[config.mk]
export PLATFORM = sky130hd
export DESIGN_NAME = sweep_sequencer
export DESIGN_NICKNAME = d
export VERILOG_FILES = /design/src/rtl/sweep_sequencer.sv
export SDC_FILE = /design/constraint.sdc
export NUM_CORES = 1
export LEC_CHECK = 0
export ABC_CLOCK_PERIOD_IN_PS = 3400
export CAP_MARGIN = 25
export CORE_ASPECT_RATIO = 0.7
export CORE_MARGIN = 3
export CORE_UTILIZATION = 40
export CTS_CLUSTER_SIZE = 12
export DETAILED_ROUTE_END_ITERATION = 10
export PLACE_DENSITY = 0.7
export SETUP_SLACK_MARGIN = 0.3
export SYNTH_ARGS = -nofsm -noshare
export SYNTH_HDL_FRONTEND = slang
export SYNTH_SLANG_ARGS = --single-unit
export TNS_END_PERCENT = 1
[constraint.sdc]
create_clock -name clock -period 3.4 [get_ports clock]
set_input_delay 1.02 -clock clock [delete_from_list [all_inputs] [get_ports clock]]
set_output_delay 1.02 -clock clock [all_outputs]
set_load 0.01 [all_outputs]
[src/rtl/sweep_sequencer.sv]
// Triangular sweep controller: drives an up/down counter lower -> upper -> lower,
// with a programmable dwell at each end and a repeat count, paced by tick.
module sweep_sequencer #(
  parameter int Size      = 8,
  parameter int DwellSize = 8,
  parameter int RepSize   = 4
) (
  input  logic                 clock,
  input  logic                 reset,
  input  logic                 start,
  input  logic                 abort,
  input  logic                 tick,
  input  logic [Size-1:0]      lower,
  input  logic [Size-1:0]      upper,
  input  logic [DwellSize-1:0] dwell,
  input  logic [RepSize-1:0]   repeats,
  output logic [Size-1:0]      data_o,
  output logic                 direction_o,
  output logic                 busy,
  output logic                 done,
  output logic                 error
);

  typedef enum logic [2:0] {
    IDLE   = 3'd0,
    RISE   = 3'd1,
    TOP    = 3'd2,
    FALL   = 3'd3,
    BOTTOM = 3'd4
  } state_t;

  state_t               state_r, state_s;
  logic [Size-1:0]      data_r, data_s;
  logic                 dir_r, dir_s;
  logic                 busy_r, busy_s;
  logic                 done_r, done_s;
  logic                 error_r, error_s;
  logic [Size-1:0]      lower_r, lower_s;
  logic [Size-1:0]      upper_r, upper_s;
  logic [DwellSize-1:0] dwell_r, dwell_s;
  logic [DwellSize-1:0] dwell_cnt_r, dwell_cnt_s;
  logic [RepSize-1:0]   rep_cnt_r, rep_cnt_s;

  // Next-state, counter and output logic for the sweep FSM.
  always_comb begin
    state_s     = state_r;
    data_s      = data_r;
    lower_s     = lower_r;
    upper_s     = upper_r;
    dwell_s     = dwell_r;
    dwell_cnt_s = dwell_cnt_r;
    rep_cnt_s   = rep_cnt_r;
    done_s      = 1'b0;
    error_s     = 1'b0;

    case (state_r)
      IDLE: begin
        if (start) begin
          if (lower <= upper) begin
            lower_s   = lower;
            upper_s   = upper;
            dwell_s   = dwell;
            rep_cnt_s = repeats;
            data_s    = lower;
            state_s   = RISE;
          end else begin
            error_s = 1'b1;
          end
        end else begin
          state_s = IDLE;
        end
      end
      RISE: begin
        if (abort) begin
          state_s = IDLE;
        end else if (tick) begin
          if (data_r == upper_r) begin
            state_s     = TOP;
            dwell_cnt_s = dwell_r;
          end else begin
            data_s = data_r + Size'(1'b1);
          end
        end else begin
          state_s = RISE;
        end
      end
      TOP: begin
        if (abort) begin
          state_s = IDLE;
        end else if (tick) begin
          if (dwell_cnt_r == {DwellSize{1'b0}}) begin
            state_s = FALL;
          end else begin
            dwell_cnt_s = dwell_cnt_r - DwellSize'(1'b1);
          end
        end else begin
          state_s = TOP;
        end
      end
      FALL: begin
        if (abort) begin
          state_s = IDLE;
        end else if (tick) begin
          if (data_r == lower_r) begin
            state_s     = BOTTOM;
            dwell_cnt_s = dwell_r;
          end else begin
            data_s = data_r - Size'(1'b1);
          end
        end else begin
          state_s = FALL;
        end
      end
      BOTTOM: begin
        if (abort) begin
          state_s = IDLE;
        end else if (tick) begin
          if (dwell_cnt_r != {DwellSize{1'b0}}) begin
            dwell_cnt_s = dwell_cnt_r - DwellSize'(1'b1);
          end else if (rep_cnt_r == {RepSize{1'b0}}) begin
            state_s = IDLE;
            done_s  = 1'b1;
          end else begin
            rep_cnt_s = rep_cnt_r - RepSize'(1'b1);
            state_s   = RISE;
          end
        end else begin
          state_s = BOTTOM;
        end
      end
      default: begin
        state_s = IDLE;
      end
    endcase

    // Direction and busy follow the state being entered, so they stay registered with it.
    busy_s = (state_s != IDLE);
    dir_s  = (state_s == FALL) || (state_s == BOTTOM);
  end

  // State and output registers with synchronous reset.
  always_ff @(posedge clock) begin
    if (reset) begin
      state_r     <= IDLE;
      data_r      <= {Size{1'b0}};
      dir_r       <= 1'b0;
      busy_r      <= 1'b0;
      done_r      <= 1'b0;
      error_r     <= 1'b0;
      lower_r     <= {Size{1'b0}};
      upper_r     <= {Size{1'b0}};
      dwell_r     <= {DwellSize{1'b0}};
      dwell_cnt_r <= {DwellSize{1'b0}};
      rep_cnt_r   <= {RepSize{1'b0}};
    end else begin
      state_r     <= state_s;
      data_r      <= data_s;
      dir_r       <= dir_s;
      busy_r      <= busy_s;
      done_r      <= done_s;
      error_r     <= error_s;
      lower_r     <= lower_s;
      upper_r     <= upper_s;
      dwell_r     <= dwell_s;
      dwell_cnt_r <= dwell_cnt_s;
      rep_cnt_r   <= rep_cnt_s;
    end
  end

  assign data_o      = data_r;
  assign direction_o = dir_r;
  assign busy        = busy_r;
  assign done        = done_r;
  assign error       = error_r;

endmodule

== Word level (Yosys, flattened, before mapping) ==
Index checks and enable logic that the tools add are counted.

* Add/sub/neg operators: 4
* Equal/unequal tests: 26
* $mul: 0
* Bitwise operators: 4
* Mux-type cells: 47
* Order comparisons: 1
* Divide/modulo/power cells: 0
* Shift-type cells: 0
* Reduce and logical (&&, ||, !) cells: 15

{| class="wikitable"
|+ Operators by type and width
! operator !! count
|-
| 2-to-1 mux 8 bit || 20
|-
| 2-to-1 mux 3 bit || 14
|-
| != test 2 bit, second input constant || 18
|-
| case mux 8 bit (4 select lines) || 1
|-
| 2-to-1 mux 4 bit || 6
|-
| case mux 8 bit (3 select lines) || 1
|-
| equality test 8 bit || 2
|-
| subtractor 8 x 1 -> 8 bit, second input constant || 2
|-
| case mux 3 bit (5 select lines) || 1
|-
| AND reduction 13 bit || 1
|-
| equality test 3 x 2 -> 1 bit, second input constant || 3
|-
| AND reduction 9 bit || 1
|-
| adder 8 x 1 -> 8 bit, second input constant || 1
|-
| <= comparator 8 bit || 1
|-
| zero test 8 bit || 1
|-
| case mux 4 bit (2 select lines) || 1
|-
| nonzero test 8 bit || 1
|-
| AND reduction 7 bit || 1
|-
| equality test 3 bit, second input constant || 2
|-
| nonzero test 3 bit || 2
|-
| OR reduction 5 bit || 1
|-
| zero test 4 bit || 1
|-
| NOT 1 bit || 4
|-
| nonzero test 4 bit || 1
|-
| other kinds (8) || 10
|}

* Logic and storage cells: 108
* Memories kept: 0
* Latch bits: 0
* ROM bits: 0
* Bits in registers: 51
* Memory bits (writable): 0

== Longest topological paths before layout ==
Gate-level depths: netlist of run 1.

* Depth after elaboration: 8
* Mapped depth: 11
* Mapped depth without buffers: 11

== Least setup slack after synthesis of run 1 ==
OpenSTA, ideal clock, no wires.

* Path kind: in2reg
* Start: input upper[7]
* End: register data_r[5] (netlist: data_o[5])
* Setup slack: 0.537 ns
* Path buffers: 1
* Cell stages on the path: 9
* Data arrival time: 2.746 ns
* Library setup time: 0.116 ns
* Path through: inv_1 ha_1 nand4_2 or4b_1 a21oi_2 o32ai_2 and2_4 buf_6 o211a_1

* Longest elaborated chain between the ends: 3

{| class="wikitable"
|+ RTL lines
! what !! line !! source
|-
| start, declared || 14 || <nowiki>input logic [Size-1:0] upper,</nowiki>
|-
| <= comparator 8 bit || 59 || <nowiki>if (lower <= upper) begin</nowiki>
|-
| != test 2 bit (no source line) || - ||
|-
| AND reduction 9 bit (no source line) || - ||
|-
| end signal, assigned || 145 || <nowiki>data_r <= {Size{1'b0}};</nowiki>
|-
| end signal, assigned || 157 || <nowiki>data_r <= data_s;</nowiki>
|-
| end, declared || 33 || <nowiki>logic [Size-1:0] data_r, data_s;</nowiki>
|}

No other way between the ends.
A chain may end at the register's enable or synchronous reset.

== Worst setup path after layout of run 1 ==
* Start: input upper[2]
* End: register data_r[5] (netlist: data_o[5])

The elaborated chain is that of the path after synthesis.

==> reports/results.tsv, run 1 <==
stage	metric	value	unit
clock_network	clkLatencyLatePin	0.29	ns
floorplan	die_w	114	um
sta	relSlewSlack	55.8	%
final_layout	diodes	0	
clock_network	clock_path_buffers	2	
final_layout	final_common_cell	a21oi_1	
clock_network	cts_tree	yes	
yosys	synth_edf_count	0	
final_layout	final_cells	558	
worst_setup_path	cp-start-kind	input pin	
route	post_drt_wl_per_cell	18.0	um
floorplan	die-area	9260	um^2
yosys	syn_nets	459	
place	place_inst	548	
yosys	yosysTopAreaCell	dfxtp_1	
sta	fin_skew	0.00555	ns
final_layout	drive_gt1_share	13.9	%
route	first_pass_iters	5	
yosys	async_flop_share	0	%
route	drc	0	
yosys	synth_area	3250	um^2
clock_network	cts_made_buffers	5	
yosys	ys.flop_type	dfxtp_1	
yosys	synth-seq-area-share	31.4	%
worst_setup_path	critical-path-top-delay-family	simple AND/OR/NAND/NOR gates	
sta	worst-slew-pin-transition	0.657	ns
sta	maxSlewViolCount	0	
worst_setup_path	crit_path_max_incr_delay	0.51	ns
yosys	synth.area.mux_share	0.655	%
floorplan	io_pins	45	
place	port_buffers	44	
yosys	synth_top_area_share	31.4	%
sta	fin_crit_sh	90.9	%
floorplan	die_h	81.4	um
power_and_ir_drop	vdd_drop_max	225	uV
yosys	synth_top_family_by_area	compound AO/OA/AOI/OAI gates	
worst_setup_path	critPathBufInv	2	
worst_setup_path	reg2reg_from	state_r[2]	
sta	fmax	324	MHz
yosys	avgSynthCellArea	7.94	um^2
clock_network	cts.sinks	51	
floorplan	initial_core_util	42.9	%
power_and_ir_drop	cellPowerDensity	456	nW/um^2
global_routing	globalRouteTotalUtil	21.3	%
clock_network	cts_hold_buf	0	
route	drt_wl_total	10100	um
run_status	status	complete, no violations	
yosys	yosys_warnings	0	
sta	finalSetupTns	0	ns
min_path	hold_depth	2	
worst_setup_path	r2r-end	data_o[7]	
min_path	hp-start	dwell_r[2]	
min_path	min_delay_worst_endpoint	dwell_r[2]	
run	max-cap-violations	0	
yosys	ys_types	65	
yosys	yosys.area_share.simple	19.8	%
place	dpl.hpwl	7220	um
yosys	synth_xor_area_share	4.85	%
clock_network	clk_pin_slew	0.07	ns
sta	hold_viol_final	0	
global_routing	grt_pass1_vias	3068	
route	first_iter_violations	358	
global_routing	antenna_found_initial	0	
yosys	synth_fa_ha_area_share	6.78	%
worst_setup_path	required	3.58	ns
clock_network	root_buffer	clkbuf_16	
global_routing	grt_max_degree	28	
yosys	ys_seq_elements	51	
worst_setup_path	end_kind	register	
power_and_ir_drop	p_leak	1.63	nW
yosys	synth_compound_area_share	30.8	%
route	drt.antenna.violating_nets	0	
global_routing	grt_first_pass_wirelength	15700	um
route	vias	3366	
clock_network	htreeDepth	2	
worst_setup_path	crit_chain	clkdlybuf4s50_1 -> inv_1 -> ha_1 -> nand4_1 -> or4b_4 -> a21oi_4 -> o32ai_4 -> and2_4 -> o211a_1	
worst_setup_path	r2r_cells	10	
sta	grt_setup_unrepaired	yes	
floorplan	rows	26	
route	detail_route.vias_per_cell	6.03	
worst_setup_path	cpMaxStageDelayCell	or4b_4	
global_routing	overflow	0	
final_layout	final_cell_mix	a21oi_1, dfxtp_1, clkdlybuf4s50_1	
worst_setup_path	arrival	3.27	ns
place	routabilityCongestion	0.873	
min_path	hold_path.class	register to register	
worst_setup_path	cp_max_fo	7	
yosys	synth_cells	409	
worst_setup_path	r2r_slack	0.50	ns
final_layout	nets	509	
worst_setup_path	worst-setup-path-type	input pin to register	
yosys	synth_area_leaders	dfxtp_1, a21oi_1, ha_1	
sta	fin_crit	3.09	ns
final_layout	area_growth	28.1	%
floorplan	coreArea	7580	um^2
sta	setup-violations-final	0	
[logic make-up after synthesis]
group,count (synthesis)
compound gates,153
xor+xnor,18
fa+ha+maj,17
buf+inv,44
flops,51
mux,2
simple gates,124
[what timing repair did]
| item | CTS | global route |
|---|---|---|
| gates resized for setup | 0 | 34 |
| endpoints found under the setup margin | 0 | 34 |
| buffers inserted | 0 | 1 |
[registers in the layout, indices dropped and copies added (netlist names)]
name         flops
busy             1
data_o           8
direction_o      1
done             1
dwell_cnt_r      8
dwell_r          8
error            1
lower_r          8
rep_cnt_r        4
state_r          3
upper_r          8
[tightest hold or removal path: stages (launching register included)]
cell and delay (ns):
dfxtp_1 0.31, o21ai_0 0.07, a21oi_1 0.06
[Yosys cell counts, types with 3 or more instances]
cell,count
a21oi_1,56
dfxtp_1,51
o21ai_0,37
nand3_1,29
nor2_1,24
nand2_1,23
clkbuf_1,18
inv_1,18
ha_1,16
xor2_1,10
nor3_1,9
xnor2_1,8
nand4_1,6
a211oi_1,5
nand2b_1,5
nor4_1,5
a211oi_2,4
buf_2,4
nor2b_1,4
o211ai_1,4
o21a_1,4
o32ai_1,4
a211o_1,3
nor3b_1,3
o2111ai_1,3
o21bai_1,3
or2_0,3
[stage by stage]
step | instance area (um^2) | hold slack (ns) | util (%) | total power, W | setup WS, ns
after floorplan | 3250 | 0.450 | - | 0.00101 | 0.537
after global placement | 3860 | 0.460 | 51.0 | 0.00120 | 0.122
after detailed placement | 3860 | 0.479 | 51.0 | 0.00121 | 0.0532
after CTS | 4060 | 0.488 | 53.5 | 0.00186 | 0.337
after global routing | 4160 | 0.504 | 54.9 | 0.00198 | 0.245
final | 4160 | 0.486 | 54.9 | 0.00190 | 0.310
[layer usage]
| layer | GRT usage (%) | vias to the layer above | wire length (um) |
|---|---|---|---|
| li1 | - | 1610 | - |
| met1 | 31.5 | 1576 | 4740 |
| met2 | 32.4 | 166 | 4260 |
| met3 | 3.83 | 14 | 947 |
| met4 | 4.44 | 0 | 106 |
| met5 | 0 | - | 0 |
[worst max path at each step]
stage,from,endpoint,slack (ns),cells after the start
6_report,upper[2],data_o[5],0.31,9
5_1_grt,upper[3],data_o[7],0.24,10
4_1_cts,upper[7],data_o[5],0.34,9
3_5_place_dp,upper[7],data_o[5],0.05,9
2_1_floorplan,upper[7],data_o[5],0.54,9
3_3_place_gp,upper[7],data_o[5],0.12,9
[layout make-up]
type | instances | area (um^2)
fill | 730 | 3420
multi-input combinational | 314 | 2120
inverter | 18 | 67.6
clock buffer | 5 | 125
timing repair buffer | 69 | 637
sequential | 51 | 1020
clock inverter | 3 | 67.6
tap | 98 | 123
[power breakdown]
group	leakage (nW)	switching (W)	internal (W)	total, W
Combinational	1.12	0.000302	0.000241	0.000543
Clock	0.0900	0.000232	0.000422	0.000654
Sequential	0.416	0.0000614	0.000642	0.000704
Total	1.63	0.000595	0.00131	0.00190
(Power assumes the default switching activity.)
==> run 2: changes to the inputs <==
--- a/config.mk
+++ b/config.mk
@@ -5,7 +5,6 @@
 export SDC_FILE = /design/constraint.sdc
 export NUM_CORES = 1
 export LEC_CHECK = 0
-export ABC_CLOCK_PERIOD_IN_PS = 3400
 export CAP_MARGIN = 25
 export CORE_ASPECT_RATIO = 0.7
 export CORE_MARGIN = 3
==> results of run 2 <==
Final layout, timing and power as in run 1 (identical DEF).
